`src/rtl/cmp_arbiter.sv`:
```
// cmp_arbiter: two-requester arbiter in front of a shared signed comparator.
// A winning requester's operands are captured, compared two cycles later and
// the result is held in gt/eq/lt until the next compare completes.
// Optional feature: define CMP_ARB_RR_EN for round-robin tie-break; without
// it requester 0 always wins a tie and no last-grant pointer exists.
module cmp_arbiter #(
    parameter int WIDTH = 4
) (
    input  logic             clk,
    input  logic             rst,
    input  logic             req0,
    input  logic [WIDTH-1:0] a0,
    input  logic [WIDTH-1:0] b0,
    input  logic             req1,
    input  logic [WIDTH-1:0] a1,
    input  logic [WIDTH-1:0] b1,
    output logic [1:0]       gnt,
    output logic             busy,
    output logic             done0,
    output logic             done1,
    output logic             gt,
    output logic             eq,
    output logic             lt
);

    typedef enum logic [1:0] {
        IDLE = 2'd0,
        CAP  = 2'd1,
        CMP  = 2'd2,
        DONE = 2'd3
    } state_t;

    state_t                   state_q, state_d;
    logic [1:0]               gnt_q, gnt_d;
    logic                     done0_q, done0_d;
    logic                     done1_q, done1_d;
    logic                     gt_q, gt_d;
    logic                     eq_q, eq_d;
    logic                     lt_q, lt_d;
    logic signed [WIDTH-1:0]  opa_q, opa_d;
    logic signed [WIDTH-1:0]  opb_q, opb_d;
    logic                     win1;

`ifdef CMP_ARB_RR_EN
    // Last-grant pointer: 1 means requester 1 was granted most recently.
    logic                     last_q, last_d;

    // Tie goes to whichever requester was not granted last.
    always_comb begin
        win1 = req1 & (~req0 | ~last_q);
    end
`else
    // Fixed priority: requester 1 only wins when requester 0 is idle.
    always_comb begin
        win1 = req1 & ~req0;
    end
`endif

    // Next-state, grant, operand capture and result evaluation.
    always_comb begin
        state_d = state_q;
        gnt_d   = gnt_q;
        done0_d = 1'b0;
        done1_d = 1'b0;
        gt_d    = gt_q;
        eq_d    = eq_q;
        lt_d    = lt_q;
        opa_d   = opa_q;
        opb_d   = opb_q;
`ifdef CMP_ARB_RR_EN
        last_d  = last_q;
`endif
        case (state_q)
            IDLE: begin
                if (req0 || req1) begin
                    state_d = CAP;
                    gnt_d   = win1 ? 2'b10 : 2'b01;
                    opa_d   = win1 ? a1 : a0;
                    opb_d   = win1 ? b1 : b0;
`ifdef CMP_ARB_RR_EN
                    last_d  = win1;
`endif
                end
            end
            CAP: begin
                state_d = CMP;
            end
            CMP: begin
                // Result and completion pulse both appear on entry to DONE.
                state_d = DONE;
                gt_d    = (opa_q >  opb_q);
                eq_d    = (opa_q == opb_q);
                lt_d    = (opa_q <  opb_q);
                done0_d = gnt_q[0];
                done1_d = gnt_q[1];
            end
            DONE: begin
                state_d = IDLE;
                gnt_d   = 2'b00;
            end
            default: begin
                state_d = IDLE;
                gnt_d   = 2'b00;
            end
        endcase
    end

    // State and output registers; reset aborts any operation in flight.
    always_ff @(posedge clk) begin
        if (rst) begin
            state_q <= IDLE;
            gnt_q   <= 2'b00;
            done0_q <= 1'b0;
            done1_q <= 1'b0;
            gt_q    <= 1'b0;
            eq_q    <= 1'b0;
            lt_q    <= 1'b0;
            opa_q   <= '0;
            opb_q   <= '0;
`ifdef CMP_ARB_RR_EN
            last_q  <= 1'b1;
`endif
        end else begin
            state_q <= state_d;
            gnt_q   <= gnt_d;
            done0_q <= done0_d;
            done1_q <= done1_d;
            gt_q    <= gt_d;
            eq_q    <= eq_d;
            lt_q    <= lt_d;
            opa_q   <= opa_d;
            opb_q   <= opb_d;
`ifdef CMP_ARB_RR_EN
            last_q  <= last_d;
`endif
        end
    end

    assign busy  = (state_q != IDLE);
    assign gnt   = gnt_q;
    assign done0 = done0_q;
    assign done1 = done1_q;
    assign gt    = gt_q;
    assign eq    = eq_q;
    assign lt    = lt_q;

endmodule

```
`config.mk`:
```
export PLATFORM = sky130hd
export DESIGN_NAME = cmp_arbiter
export DESIGN_NICKNAME = d
export VERILOG_FILES = /design/src/rtl/cmp_arbiter.sv
export SDC_FILE = /design/constraint.sdc
export NUM_CORES = 1
export LEC_CHECK = 0
export ABC_CLOCK_PERIOD_IN_PS = 1800
export CORE_UTILIZATION = 44
export DETAILED_ROUTE_END_ITERATION = 10
export PLACE_DENSITY = 0.82
export SYNTH_ARGS = -nofsm -noshare
export SYNTH_HDL_FRONTEND = slang
export SYNTH_SLANG_ARGS = --single-unit
```
`constraint.sdc`:
```
create_clock -name clk -period 1.8 [get_ports clk]
set_input_delay 0.27 -clock clk [delete_from_list [all_inputs] [get_ports clk]]
set_output_delay 0.27 -clock clk [all_outputs]
set_load 0.05 [all_outputs]
```
Yosys cells after proc, flatten, opt, wreduce, memory -nomap -nowiden:

Cells that the tools add are included.

* reductions and logical operators: 7
* equal/unequal tests: 5
* multiplexer cells: 7
* bitwise operators: 3
* $lt $le $gt $ge: 2

Operators by type and width (number)
* 2-to-1 mux 4 bit: 2
* case mux 2 bit (4 select lines): 1
* 2-to-1 mux 2 bit: 3
* == test 2 bit, second input constant: 2
* == test 4 bit: 1
* greater-than comparator 4 bit: 1
* < comparator 4 bit: 1
* case mux 2 bit (2 select lines): 1
* AND reduction 2 bit: 2
* nonzero test 2 bit: 2
* == test 2 x 1 -> 1 bit, second input constant: 1
* zero test 2 bit: 1
* inequality test 2 bit, second input constant: 1
* NOT 1 bit: 2
* OR reduction 2 bit: 1
* AND 1 bit: 1
* logical OR 1 bit: 1

* bits of input ports: 20
* register bits after elaboration: 17

Longest topological paths before layout:

Gate-level depths: netlist (run 1).

* word-level depth: 5
* gate-level depth with buffers: 7
* depth with buffers taken out: 6

Least setup slack after synthesis (run 1):

OpenSTA, ideal clock, no wires.

* path kind: reg-to-reg
* start: reg state_q[0]
* end: reg opa_q[3]
* period minus slack after synthesis: 1.407 ns
* required time: 1.714 ns
* stages on the path, launching flop included: 8
* path slack: 0.393 ns
* buffers on the path: 1
* library setup time: 0.086 ns
* arrival time: 1.321 ns
* cells stage by stage: dfxtp_1 -> inv_1 -> ha_1 -> inv_2 -> nor2_4 -> buf_6 -> nor2_1 -> a211oi_1

* cells in the longest elaborated chain, start to end: 2

Ends and longest elaborated chain
* start: declaration: RTL line 33 `state_t state_q, state_d;`
* start signal: assignment: RTL line 124 `state_q <= state_d;`
* zero test 2 bit: RTL line 73 `case (state_q)`
* AND reduction 2 bit (no source line)
* end signal: assignment: RTL line 131 `opa_q <= opa_d;`
* end: declaration: RTL line 40 `logic signed [WIDTH-1:0] opa_q, opa_d;`

No other way between the ends.
A chain may end at the register's enable or synchronous reset.

Worst setup path in the final report (run 1):

* start: reg gnt_q[0], in the netlist gnt[0]
* end: out gnt[0]

RTL lines
* start: declaration: RTL line 34 `logic [1:0] gnt_q, gnt_d;`
* start signal: assignment: RTL line 125 `gnt_q <= gnt_d;`
* end: declaration: RTL line 17 `output logic [1:0] gnt,`

No word-level cell between the ends.

==> reports/summary.txt, run 1 <==
Ys Warns: 0
CP Data Arrival Time: 1.47 ns
Period utilisation layout: 0.964
Slowest Stage Delay on Critical Path: 0.81 ns
Buf/Inv on CP: 1
Slew Viols, Final: 0
Sequential area share after synthesis: 0.394
Clk slew on worst S/H paths: 0.10 ns
P_leak: 0.500 nW
Cell variety after synth: 25
Ports: 28
Hold Vio Cnt, Final: 0
Clk sinks: 17
Outcome: finished, final reports clean
Total core area: 1780 µm²
Clock Root Buffer: clkbuf_4
Setup violators final: 0
CTS H-tree depth: 1
Initial antenna violation count: 0
Hold buffer count at cts: 0
CTS tree: yes
Max Cap Viol: 0
Largest net degree at the start of global routing: 17
Cell taking the most area after synthesis: dfxtp_1
Nets: 148
Post-route DRC violation count: 0
Slew headroom: 0.666
Starting DRC count in detailed routing: 16
GR Overflow Total: 0
Die height: 46.3 µm
First-pass GRT wire length: 2980 µm
Die ar.: 2150 µm²
Wire per inst: 12.3 µm
Synth area leaders: dfxtp_1 (39%), mux2i_1 (10%), ha_1 (10%)
Vias post-DR: 753
Fmax: 576 MHz
Synth Register Bits: 17
Hold crit path type: reg -> reg
Antenna cells: 0
Startpoint Class: flop
# port buffers: 27
Yosys top cell area share: 0.394
Gpl congestion: 0.703
RSZ-0062 raised after global routing: no
Average size of a mapped cell: 9.40 µm²
Vias/cell: 5.19
Initial Utilization: 0.485
Syn nets: 119
Crit path max-delay family: buffers and inverters
Layout area overhead: 36.2%
Vias in the first global route: 685
Clk_skew: 0.00523 ns
Post-route minimum period: 1.74 ns
CTS buffer count: 3
CP Capture Type: output port
Max clock buf depth: 2
Post-DP HPWL: 1360 µm
1st-pass router iterations: 3
Slowest CP cell: clkdlybuf4s50_1
Routed WL: 1780 µm
Crit path cell chain: clkdlybuf4s50_1
Power per Cell Area: 1440 nW/µm²
# rows: 15
Layout cells sized above 1: 0.0750
Worst skew pair latency: 0.29 ns
VDD IR-drop max: 0.00110 V
Mapped Cells: 92
Placed insts: 141
Least-Margin Pin Slew: 0.500 ns
DRT antenna net count: 0
Max FO, Critical Path: 3
Die width: 46.3 µm
Setup Fix Bufs, Post-CTS: 0
Synth Cell Area: 865 µm²
Worst setup path class: reg -> out
TNS Setup: 0 ns
CP required: 1.53 ns
Gr usage total: 0.202
Non-filler cells in the finished layout: 145
## synth_stat cells, drive strengths merged
library cell and count:
a211oi 8, a21o 1, a21oi 2, a22oi 2
a311oi 1, and3b 2, and4 1, buf 5
dfxtp 17, ha 7, inv 8, mux2i 9
nand2 2, nand2b 1, nand3 1, nor2 17
nor2b 2, nor3 1, nor3b 2, o21ai 1
o32ai 1, or3b 1
## power by group
part,total (mW),leakage [nW],internal (mW),switching (mW)
combinational,0.927,0.343,0.386,0.541
clock,0.207,0.0177,0.0827,0.125
sequential,0.561,0.140,0.495,0.0662
## cells in the final DEF (no fill, tap or decap)
cell type	n
o32ai_1	1
a21oi_1	2
a211oi_1	8
and4_1	1
dfxtp_1	17
mux2i_1	9
nor2_1	16
or3b_1	1
ha_1	7
and3b_1	2
buf_12	1
nand2b_1	1
nor2_4	1
inv_2	1
nor2b_1	2
a21o_1	1
nor3_1	1
buf_4	2
nand2_1	2
a311oi_1	1
a22oi_1	2
clkdlybuf4s50_1	25
clkinv_2	1
nand3_1	1
clkbuf_4	3
dlymetal6s2s_1	1
inv_1	7
o21ai_1	1
nor3b_1	2
## timing repair
item	in CTS	in global routing
setup endpoints to repair	0	1
endpoints found under the hold margin	0	0
gates resized for setup	0	1
## worst paths after layout
path / start / end / slack (ns) / cells past startpoint
setup / recovery: gnt[0]$_SDFFE_PP0P_ / gnt[0] / 0.06 / 1
hold / removal: lt$_SDFFE_PP0P_ / lt$_SDFFE_PP0P_ / 0.48 / 2
setup reg to reg: state_q[0]$_SDFFE_PP0P_ / opa_q[3]$_SDFFE_PP0P_ / 0.27 / 6
hold reg to reg: lt$_SDFFE_PP0P_ / lt$_SDFFE_PP0P_ / 0.48 / 2
## sequential cells by signal, summed over array words and instances, names as in the netlist
register,count
opa_q,4
done0,1
eq,1
gnt,2
lt,1
opb_q,4
done1,1
gt,1
state_q,2
## cell type report
| type | instances | area (µm²) |
|---|---|---|
| Sequential cell | 17 | 340 |
| Clock buffer | 3 | 22.5 |
| Fill cell | 154 | 606 |
| Inverter | 8 | 30.0 |
| Timing Repair Buffer | 29 | 298 |
| Multi-Input combinational cell | 62 | 450 |
| Tap cell | 25 | 31.3 |
| Clock inverter | 1 | 5.00 |
## routing by layer
| layer | global-route usage | up-vias | wire (µm) |
|---|---|---|---|
| met1 | 0.239 | 358 | 792 |
| met2 | 0.350 | 15 | 928 |
| met4 | 0.0882 | 0 | 27 |
| met5 | 0 | - | 0 |
| li1 | - | 376 | - |
| met3 | 0.0353 | 4 | 35 |
## logic make-up after synthesis
logic type | after synthesis | synth area share
DFF | 17 | 0.394
adders and majority gates | 7 | 0.101
AOI/OAI and AO/OA | 16 | 0.133
muxes | 9 | 0.104
buffers and inverters | 13 | 0.0854
and+or+nand+nor | 30 | 0.182
## stage by stage
stage,power [mW],cell area [µm²],utilization,setup WS [ns],hold slack [ns]
floorplan,1.23,865,-,0.393,0.418
global placement,1.45,1150,0.644,0.228,0.468
detailed placement,1.50,1150,0.644,0.172,0.467
CTS,1.71,1170,0.659,0.0550,0.486
global route,1.84,1180,0.660,0.0244,0.522
finish,1.70,1180,0.660,0.0639,0.482
(Power assumes the default switching activity.)
==> inputs of run 2 (changes only) <==
--- a/config.mk
+++ b/config.mk
@@ -6,9 +6,9 @@
 export NUM_CORES = 1
 export LEC_CHECK = 0
 export ABC_CLOCK_PERIOD_IN_PS = 1800
-export CORE_UTILIZATION = 44
+export CORE_UTILIZATION = 40
 export DETAILED_ROUTE_END_ITERATION = 10
-export PLACE_DENSITY = 0.82
+export PLACE_DENSITY = 0.76
 export SYNTH_ARGS = -nofsm -noshare
 export SYNTH_HDL_FRONTEND = slang
 export SYNTH_SLANG_ARGS = --single-unit
==> reports/summary.txt, run 2 (synthesized netlist as in run 1, its figures left out) <==
Final Util: 0.595 (-0.0654)
CTS buffer count: 3 (unchanged)
Least-Margin Pin Slew: 0.490 ns (-0.0104 ns)
Final instance area: 1190 µm² (+1.2%)
CP required: 1.53 ns (about the same)
CTS tree: yes
Leading cell type in the layout, fill and taps excluded: clkdlybuf4s50_1
Initial antenna violation count: 0 (unchanged)
# rows: 16 (+1)
Reg-to-reg slack, setup: 0.28 ns (about the same)
CP Data Arrival Time: 1.45 ns (-0.02 ns)
Buf/Inv on CP: 1 (unchanged)
Vias/cell: 4.88 (-6.0%)
Post-route minimum period: 1.72 ns (-0.0177 ns)
1st-pass router iterations: 4 (+1)
Die height: 48.5 µm (+4.7%)
Worst skew pair latency: 0.28 ns (about the same)
Hold slack: 0.489 ns (+0.00650 ns)
TNS Setup: 0 ns (unchanged)
Placed Area: 1160 µm² (+1.5%)
Setup violators final: 0 (unchanged)
Clk slew on worst S/H paths: 0.09 ns (about the same)
P_leak: 0.491 nW (-1.9%)
Post-DP HPWL: 1290 µm (-5.5%)
Starting DRC count in detailed routing: 4 (-12)
Worst r2r path cells: 6 (unchanged)
Max Cap Viol: 0 (unchanged)
Total power: 1.69 mW (-0.45%)
Slew Viols, Final: 0 (unchanged)
Startpoint Class: flop
Gr usage total: 0.161 (-0.0409)
Outcome: finished, final reports clean
Max FO, Critical Path: 3 (unchanged)
Ports: 28 (unchanged)
Die ar.: 2350 µm² (+9.6%)
Critical R2R Capture: opb_q[0]$_SDFFE_PP0P_
Fill cell count: 182 (+18%)
Most frequent cells in the layout: clkdlybuf4s50_1 (26), dfxtp_1 (17), nor2_1 (16)
Total core area: 2000 µm² (+12%)
Gpl congestion: 0.742 (+5.6%)
Max clock buf depth: 2 (unchanged)
Nets: 150 (+1.4%)
DRT antenna net count: 0 (unchanged)
Post-route DRC violation count: 0 (unchanged)
Setup Fix Bufs, Post-CTS: 0 (unchanged)
Hold Startpoint: lt$_SDFFE_PP0P_
First-pass GRT wire length: 2890 µm (-3.0%)
Clock Root Buffer: clkbuf_4
Gates resized, CTS repair: 0 (unchanged)
Slew headroom: 0.673 (+0.00696)
Die width: 48.5 µm (+4.7%)
Worst reg2reg path startpoint: state_q[0]$_SDFFE_PP0P_
RSZ-0062 raised after global routing: no
Layout area overhead: 37.8%
Wire per inst: 11.0 µm (-11%)
Hold endpoint: lt$_SDFFE_PP0P_
Clk_skew: 0.00126 ns (-0.00397 ns)
Hold buffer count at cts: 0 (unchanged)
VDD IR-drop max: 0.000593 V (-46%)
Antenna cells: 0 (unchanged)
CTS H-tree depth: 1 (unchanged)
Routed WL: 1630 µm (-8.5%)
Worst setup path class: reg -> out
# port buffers: 27 (unchanged)
Period utilisation layout: 0.955 (-0.00986)
Layout cells sized above 1: 0.0820 (+0.00697)
Hold Vio Cnt, Final: 0 (unchanged)
GR Overflow Total: 0 (unchanged)
Largest net degree at the start of global routing: 17 (unchanged)
Initial Utilization: 0.432 (-0.0530)
Slowest Stage Delay on Critical Path: 0.81 ns (about the same)
Slowest CP cell: clkdlybuf4s50_1
Vias in the first global route: 683 (-0.29%)
Crit path max-delay family: buffers and inverters
Top flop regs: opa_q: 4 flops, opb_q: 4 flops
Power per Cell Area: 1420 nW/µm² (-1.6%)
Clk sinks: 17 (unchanged)
Hold crit path type: reg -> reg
Vias post-DR: 727 (-3.5%)
CP Capture Type: output port
Hold Path Stages: 2 (unchanged)
Crit path cell chain: clkdlybuf4s50_1
Fmax: 582 MHz (+1.0%)
[run 2: worst max-delay path by stage]
| stage | start | endpoint | cells after the start |
|---|---|---|---|
| after floorplan | state_q[0]$_SDFFE_PP0P_ | opa_q[3]$_SDFFE_PP0P_ | 7 |
| after global placement | req1 | opa_q[3]$_SDFFE_PP0P_ | 5 |
| after detailed placement | req0 | opb_q[0]$_SDFFE_PP0P_ | 5 |
| after CTS | gnt[1]$_SDFFE_PP0P_ | gnt[1] | 1 |
| after global routing | gnt[1]$_SDFFE_PP0P_ | gnt[1] | 1 |
| final | gnt[1]$_SDFFE_PP0P_ | gnt[1] | 1 |
[run 2: report_power, final]
group          switching, mW  total (mW)  internal, mW
sequential            0.0643       0.559         0.495
clock                  0.111       0.197        0.0861
combinational          0.536       0.931         0.395
[run 2: layout make-up]
class	instances	area, µm²	area share
Multi-Input combinational cell	62	450	0.378
Sequential cell	17	340	0.286
Timing Repair Buffer	31	310	0.261
Tap cell	27	33.8	0.0284
Inverter	8	30.0	0.0252
Clock buffer	4	26.3	0.0221
[run 2: metal layers]
layer,vias to the layer above,track usage,wire (µm)
li1,379,-,-
met1,326,0.192,755
met2,18,0.268,780
met3,4,0.0189,46
met4,0,0.118,51
met5,-,0,0
[run 2: stage by stage]
| stage | std cells | setup slack [ns] |
|---|---|---|
| finish | 149 | 0.0817 |
| floorplan | 92 | 0.393 |
| detailed placement | 145 | 0.221 |
| CTS | 149 | 0.0668 |
| global placement | 145 | 0.247 |
| global route | 149 | 0.0192 |
